--- src/rtl/sram_ctrl_pkg.sv ---
// Shared widths, burst default and arbiter state encoding for the SRAM port arbiter.
package sram_ctrl_pkg;

    localparam int unsigned SRAM_ADDR_WIDTH = 9;
    localparam int unsigned SRAM_DATA_WIDTH = 32;
    localparam int unsigned SRAM_NUM_WMASKS = 4;
    localparam int unsigned SRAM_MAX_BURST  = 4;

    typedef enum logic [1:0] {
        StIdle = 2'd0,
        StOwn0 = 2'd1,
        StOwn1 = 2'd2
    } arb_state_e;

endpackage

--- src/rtl/sram_rr_arb.sv ---
// Two-requester round-robin arbiter with burst limiting. Grants are combinational
// from the requests and the registered ownership state.
module sram_rr_arb
    import sram_ctrl_pkg::*;
#(
    parameter int unsigned MAX_BURST = SRAM_MAX_BURST
) (
    input  logic clk,
    input  logic reset,
    input  logic i_req0,
    input  logic i_req1,
    output logic o_gnt0,
    output logic o_gnt1
);

    localparam int unsigned CntW = $clog2(MAX_BURST + 1);

    arb_state_e      r_state;
    arb_state_e      w_state_nxt;
    logic [CntW-1:0] r_cnt;
    logic [CntW-1:0] w_cnt_nxt;
    logic            r_ptr;      // 0: requester 0 wins the next contested IDLE arbitration
    logic            w_ptr_nxt;
    logic            w_gnt0;
    logic            w_gnt1;
    logic            w_both;
    logic            w_burst_done;

    assign w_both       = i_req0 & i_req1;
    assign w_burst_done = (r_cnt >= CntW'(MAX_BURST));

    // Grant decision, next ownership, burst count and priority pointer.
    always_comb begin
        w_gnt0      = 1'b0;
        w_gnt1      = 1'b0;
        w_state_nxt = r_state;
        w_cnt_nxt   = r_cnt;
        w_ptr_nxt   = r_ptr;

        unique case (r_state)
            StIdle: begin
                if (w_both) begin
                    w_gnt0 = ~r_ptr;
                    w_gnt1 = r_ptr;
                end else begin
                    w_gnt0 = i_req0;
                    w_gnt1 = i_req1;
                end
            end
            StOwn0: begin
                // Owner keeps the port until it drops or the burst is spent with a waiter.
                if (i_req0 && (!w_burst_done || !i_req1)) begin
                    w_gnt0 = 1'b1;
                end else if (i_req1) begin
                    w_gnt1 = 1'b1;
                end
            end
            StOwn1: begin
                if (i_req1 && (!w_burst_done || !i_req0)) begin
                    w_gnt1 = 1'b1;
                end else if (i_req0) begin
                    w_gnt0 = 1'b1;
                end
            end
            default: begin
                w_gnt0 = 1'b0;
                w_gnt1 = 1'b0;
            end
        endcase

        if (w_gnt0) begin
            w_state_nxt = StOwn0;
        end else if (w_gnt1) begin
            w_state_nxt = StOwn1;
        end else begin
            w_state_nxt = StIdle;
        end

        // Count restarts on an ownership change; the first grant of a tenure counts as one.
        if (w_gnt0 || w_gnt1) begin
            if (w_state_nxt != r_state) begin
                w_cnt_nxt = CntW'(1);
            end else if (!w_burst_done) begin
                w_cnt_nxt = r_cnt + CntW'(1);
            end
        end else begin
            w_cnt_nxt = '0;
        end

        // Any contested cycle hands priority to whoever lost it.
        if (w_both) begin
            w_ptr_nxt = w_gnt0;
        end
    end

    // Arbiter state register.
    always_ff @(posedge clk) begin
        if (reset) begin
            r_state <= StIdle;
            r_cnt   <= '0;
            r_ptr   <= 1'b0;
        end else begin
            r_state <= w_state_nxt;
            r_cnt   <= w_cnt_nxt;
            r_ptr   <= w_ptr_nxt;
        end
    end

    assign o_gnt0 = w_gnt0 & ~reset;
    assign o_gnt1 = w_gnt1 & ~reset;

endmodule

--- src/rtl/sram_port_arbiter.sv ---
// Shares one SRAM RW port between two requesters: grant mux, 2-cycle read pipeline
// with owner tags, and per-requester read data registers.
module sram_port_arbiter
    import sram_ctrl_pkg::*;
#(
    parameter int unsigned ADDR_WIDTH = SRAM_ADDR_WIDTH,
    parameter int unsigned DATA_WIDTH = SRAM_DATA_WIDTH,
    parameter int unsigned NUM_WMASKS = SRAM_NUM_WMASKS,
    parameter int unsigned MAX_BURST  = SRAM_MAX_BURST
) (
    input  logic                  clk,
    input  logic                  reset,
    input  logic                  req0,
    input  logic                  req1,
    input  logic                  we0,
    input  logic                  we1,
    input  logic [NUM_WMASKS-1:0] wmask0_i,
    input  logic [NUM_WMASKS-1:0] wmask1_i,
    input  logic [ADDR_WIDTH-1:0] addr0_i,
    input  logic [ADDR_WIDTH-1:0] addr1_i,
    input  logic [DATA_WIDTH-1:0] wdata0,
    input  logic [DATA_WIDTH-1:0] wdata1,
    output logic                  gnt0,
    output logic                  gnt1,
    output logic                  rvalid0,
    output logic                  rvalid1,
    output logic [DATA_WIDTH-1:0] rdata0,
    output logic [DATA_WIDTH-1:0] rdata1,
    output logic                  sram_csb0,
    output logic                  sram_web0,
    output logic [NUM_WMASKS-1:0] sram_wmask0,
    output logic [ADDR_WIDTH-1:0] sram_addr0,
    output logic [DATA_WIDTH-1:0] sram_din0,
    input  logic [DATA_WIDTH-1:0] sram_dout0
);

    logic                  w_gnt0;
    logic                  w_gnt1;
    logic                  w_rd_issue;
    logic                  r_tag1_vld;  // read sampled by the macro last edge
    logic                  r_tag1_id;
    logic                  r_tag2_vld;  // read whose data sits in the rdata registers
    logic                  r_tag2_id;
    logic [DATA_WIDTH-1:0] r_rdata0;
    logic [DATA_WIDTH-1:0] r_rdata1;

    sram_rr_arb #(
        .MAX_BURST(MAX_BURST)
    ) u_arb (
        .clk   (clk),
        .reset (reset),
        .i_req0(req0),
        .i_req1(req1),
        .o_gnt0(w_gnt0),
        .o_gnt1(w_gnt1)
    );

    assign gnt0       = w_gnt0;
    assign gnt1       = w_gnt1;
    assign w_rd_issue = (w_gnt0 & ~we0) | (w_gnt1 & ~we1);

    // Route the granted requester onto the macro port; park it quiet otherwise.
    always_comb begin
        sram_csb0   = 1'b1;
        sram_web0   = 1'b1;
        sram_wmask0 = '0;
        sram_addr0  = '0;
        sram_din0   = '0;
        if (w_gnt0) begin
            sram_csb0   = 1'b0;
            sram_web0   = ~we0;
            sram_wmask0 = wmask0_i;
            sram_addr0  = addr0_i;
            sram_din0   = wdata0;
        end else if (w_gnt1) begin
            sram_csb0   = 1'b0;
            sram_web0   = ~we1;
            sram_wmask0 = wmask1_i;
            sram_addr0  = addr1_i;
            sram_din0   = wdata1;
        end
    end

    // Owner-tag pipeline and read data capture; reset drops any in-flight read.
    always_ff @(posedge clk) begin
        if (reset) begin
            r_tag1_vld <= 1'b0;
            r_tag1_id  <= 1'b0;
            r_tag2_vld <= 1'b0;
            r_tag2_id  <= 1'b0;
            r_rdata0   <= '0;
            r_rdata1   <= '0;
        end else begin
            r_tag1_vld <= w_rd_issue;
            r_tag1_id  <= w_gnt1;
            r_tag2_vld <= r_tag1_vld;
            r_tag2_id  <= r_tag1_id;
            if (r_tag1_vld && !r_tag1_id) begin
                r_rdata0 <= sram_dout0;
            end
            if (r_tag1_vld && r_tag1_id) begin
                r_rdata1 <= sram_dout0;
            end
        end
    end

    assign rvalid0 = r_tag2_vld & ~r_tag2_id;
    assign rvalid1 = r_tag2_vld & r_tag2_id;
    assign rdata0  = r_rdata0;
    assign rdata1  = r_rdata1;

endmodule

--- config.mk ---
export PLATFORM = sky130hd
export DESIGN_NAME = sram_port_arbiter
export DESIGN_NICKNAME = d
export VERILOG_FILES = /design/src/rtl/sram_ctrl_pkg.sv /design/src/rtl/sram_rr_arb.sv /design/src/rtl/sram_port_arbiter.sv
export SDC_FILE = /design/constraint.sdc
export NUM_CORES = 1
export LEC_CHECK = 0
export CORE_MARGIN = 4
export CORE_UTILIZATION = 40
export CTS_CLUSTER_SIZE = 24
export DETAILED_ROUTE_END_ITERATION = 7
export PLACE_DENSITY_LB_ADDON = 0.1
export REMOVE_ABC_BUFFERS = 1
export SYNTH_ARGS = -nofsm -noshare
export SYNTH_HDL_FRONTEND = slang
export SYNTH_SLANG_ARGS = --single-unit
--- constraint.sdc ---
create_clock -name clk -period 4.9 [get_ports clk]
set_clock_uncertainty 0.15 [all_clocks]
set_input_delay 0.98 -clock clk [delete_from_list [all_inputs] [get_ports clk]]
set_output_delay 0.98 -clock clk [all_outputs]
set_load 0.1 [all_outputs]
==> run metrics <==
status finished clean; worst slew pin tran around 1.2 ns; minimum clock period about 4.2 ns; Clock transition at path regs 0.07 ns; main combinational cell family by area after synthesis simple AND/OR/NAND/NOR gates; Post-synth EDFFs 0; WHS Path Cells 2; adder-cell area share of the yosys netlist less than 1%; slew margin rel. between 10% and 20%; Multi-input gate area 2050 µm²; Routability Congestion slightly above 0.8; Die Area approximately 11000 µm²; switching power 720 µW; worst reg2reg startpoint u_arb.r_state[1]; ANT cells 0; Compound-Gate Fraction of Synth Area roughly a fifth; Synth-to-Final Area Change 78.5%; Final Hold Fails 0; Die Wd 105 µm; Final setup viols 0; Int Pwr approximately 1200 µW; ys async rst share 0%; design area 6760 µm²; clock insertion delay at the later pin of the skew report 0.33 ns; met2 routed WL 7.21 mm; layout cell share with drive strength beyond 1 between 10% and 20%; gr usage total a little under a quarter; Sw Ratio between 30% and 40%; Clock Path Buffers 2; post-CTS resize count 0; FILL cells ~700; R2R setup slack about 2.4 ns; root buf cell clkbuf_8; CORE AREA between 9000 and 10000 µm²; final setup TNS 0 ns; Power Density slightly below 300 nW/µm²; syn avg cell area around 7.5 µm²; Cell Rows 35; register area ~1500 µm²; DR WL met3 around 1.3 mm; critical path startpoint category input port; WS Path Type input port to primary output; vias per cell slightly above 5; post-synthesis simple-gate area fraction roughly a third; number of H-tree levels 3; max capacitance violation total 0; Syn Inst Count between 500 and 600; sequential share of power between 30% and 40%; mux cell area share after synthesis less than 1%; area of placed instances 6510 µm²; Pre-antenna DRT Iters 4; uppermost layer routed met5; clock sinks 74; DR iter-0 viols 174; P_leak roughly 0.0024 µW; Yosys cell types 37; Synth warnings 0; Avg WL per Cell 16.5 µm; initial antenna violation count 1; Worst Path Arrival roughly 3.1 ns; CTS tree done; worst setup path endpoint sram_din0[2]; hold-fix buffer count after cts 0; Area contributors post-synth dfxtp_1 (39%), nand2_1 (13%), a21oi_1 (12%); dpl cells 835; RSZ-0062 raised after global routing no; DP Wirelength between 10 and 15 mm; DRC 0; CP Data Required Time 3.77 ns; Worst setup EP type primary output; largest net degree at the start of global routing 77; Post-Synth XOR/XNOR Area less than 1%; total gr overflow 0; io pins 243; first-pass GRT wire length roughly 21 mm; Design Power about 1900 µW; dominant cell type by area after synthesis dfxtp_1; post-route ant nets 0; clock share of power 29.2%; Post-CTS Setup Bufs 0; drt total wl ~14 mm; Comb pwr share a little under two fifths; sequential area share after synthesis 39.1%; vias in the first global route ~4300; fin cells approximately 850; main flop type after synthesis dfxtp_1; DIE HEIGHT 105 µm; worst min path class register to register; detailed-route via count about 4400; TritonCTS Buffers 9; WL met1 5.14 mm; Critical path origin req1; initial core utilization between 40% and 50%; mapped cell area 3790 µm²; fin. max-slew vios 0; Synth top cells by count nand2_1 (132), a21oi_1 (92), dfxtp_1 (74), nand3_1 (72), clkbuf_1 (28); Final nets about 850; Final Cycle Share 86.1%; worst-path maximum fanout 42; Synth Register Bits 74; Synth top area share ~39%; maximum clock frequency 237 MHz; # port buffers approximately 240; maximum VDD drop approximately 0.13 mV; count leader, synth nand2_1; FF-to-FF End u_arb.r_cnt[1]; Worst Reg2Reg Path Length in Cells 4
==> cell families (layout without fill, tap and decap cells) <==
logic type	count (synthesis)	in the layout
AND/OR/NAND/NOR	253	253
AO/OA/AOI/OAI	121	121
flip-flops	74	74
buffers and inverters	53	269
adder cells (fa/ha/maj)	2	2
XOR/XNOR	2	2
multiplexers	1	1
==> placed cells by master, fill, tap and decap left out, drive strengths merged, types with 2 or more instances in the layout <==
cell | netlist | final
clkbuf | 28 | 12
nor2b | 6 | 6
nor4 | 2 | 2
nand2b | 3 | 3
nand3 | 92 | 92
bufinv | 0 | 3
o221ai | 2 | 2
xor2 | 2 | 2
a21boi | 2 | 2
inv | 2 | 2
nand3b | 2 | 2
nand2 | 132 | 132
nor2 | 9 | 9
ha | 2 | 2
clkdlybuf4s50 | 0 | 192
or2 | 3 | 3
buf | 23 | 59
a21oi | 110 | 110
and2 | 2 | 2
dfxtp | 74 | 74
==> critical path: stages <==
cell and delay [ns]:
clkdlybuf4s50_1 0.63, a21boi_4 0.30, buf_4 0.43, nand3_1 0.14, a21oi_1 0.36, buf_12 0.23
==> sequential cells by signal (all words and copies together), names as in the netlist <==
name	cells
u_arb.r_cnt	3
r_tag2_id	1
rdata0	32
r_tag1_id	1
rdata1	32
r_tag1_vld	1
u_arb.r_ptr	1
u_arb.r_state	2
r_tag2_vld	1
==> through the flow <==
stage | worst slack (ns) | utilization [%] | hold slack (ns)
3_5_place_dp | 0.715 | 70.5 | 0.295
5_1_grt | 0.600 | 73.1 | 0.321
4_1_cts | 0.697 | 73.1 | 0.306
6_report | 0.679 | 73.1 | 0.304
3_3_place_gp | 0.747 | 70.5 | 0.291
2_1_floorplan | -1.32 | - | 0.323
==> per-layer routing <==
metal  up-vias  global-route usage, %
li1       2134                      -
met1      2039                   25.9
met2       177                   42.2
met3        23                   8.14
met4         2                   8.25
met5         -                      0
==> how the worst min path moves through the flow <==
stage / startpoint / end / slack (ns)
floorplan: r_tag1_id / r_tag2_id / 0.32
global placement: rdata1[2] / rdata1[2] / 0.29
detailed placement: rdata0[13] / rdata0[13] / 0.30
CTS: rdata0[13] / rdata0[13] / 0.31
global route: rdata1[23] / rdata1[23] / 0.32
finish: rdata0[31] / rdata0[31] / 0.30
==> power groups by stage <==
| stage | registers, µW | clock network (µW) | logic [µW] |
|---|---|---|---|
| after detailed placement | 651 | 0 | 744 |
| after CTS | 637 | 575 | 747 |
| after global placement | 650 | 0 | 739 |
| final | 637 | 570 | 743 |
| after floorplan | 769 | 0 | 322 |
| after global routing | 640 | 602 | 772 |
==> cell type report <==
| class | count | area share (%) |
|---|---|---|
| Clock buffer | 12 | 2.15 |
| Clock inverter | 4 | 1.46 |
| Inverter | 2 | 0.111 |
| Multi-Input combinational cell | 379 | 30.3 |
| Sequential cell | 74 | 21.9 |
| Tap cell | 129 | 2.39 |
| Timing Repair Buffer | 251 | 41.7 |
Note: power is estimated with default switching activity, not from simulation.
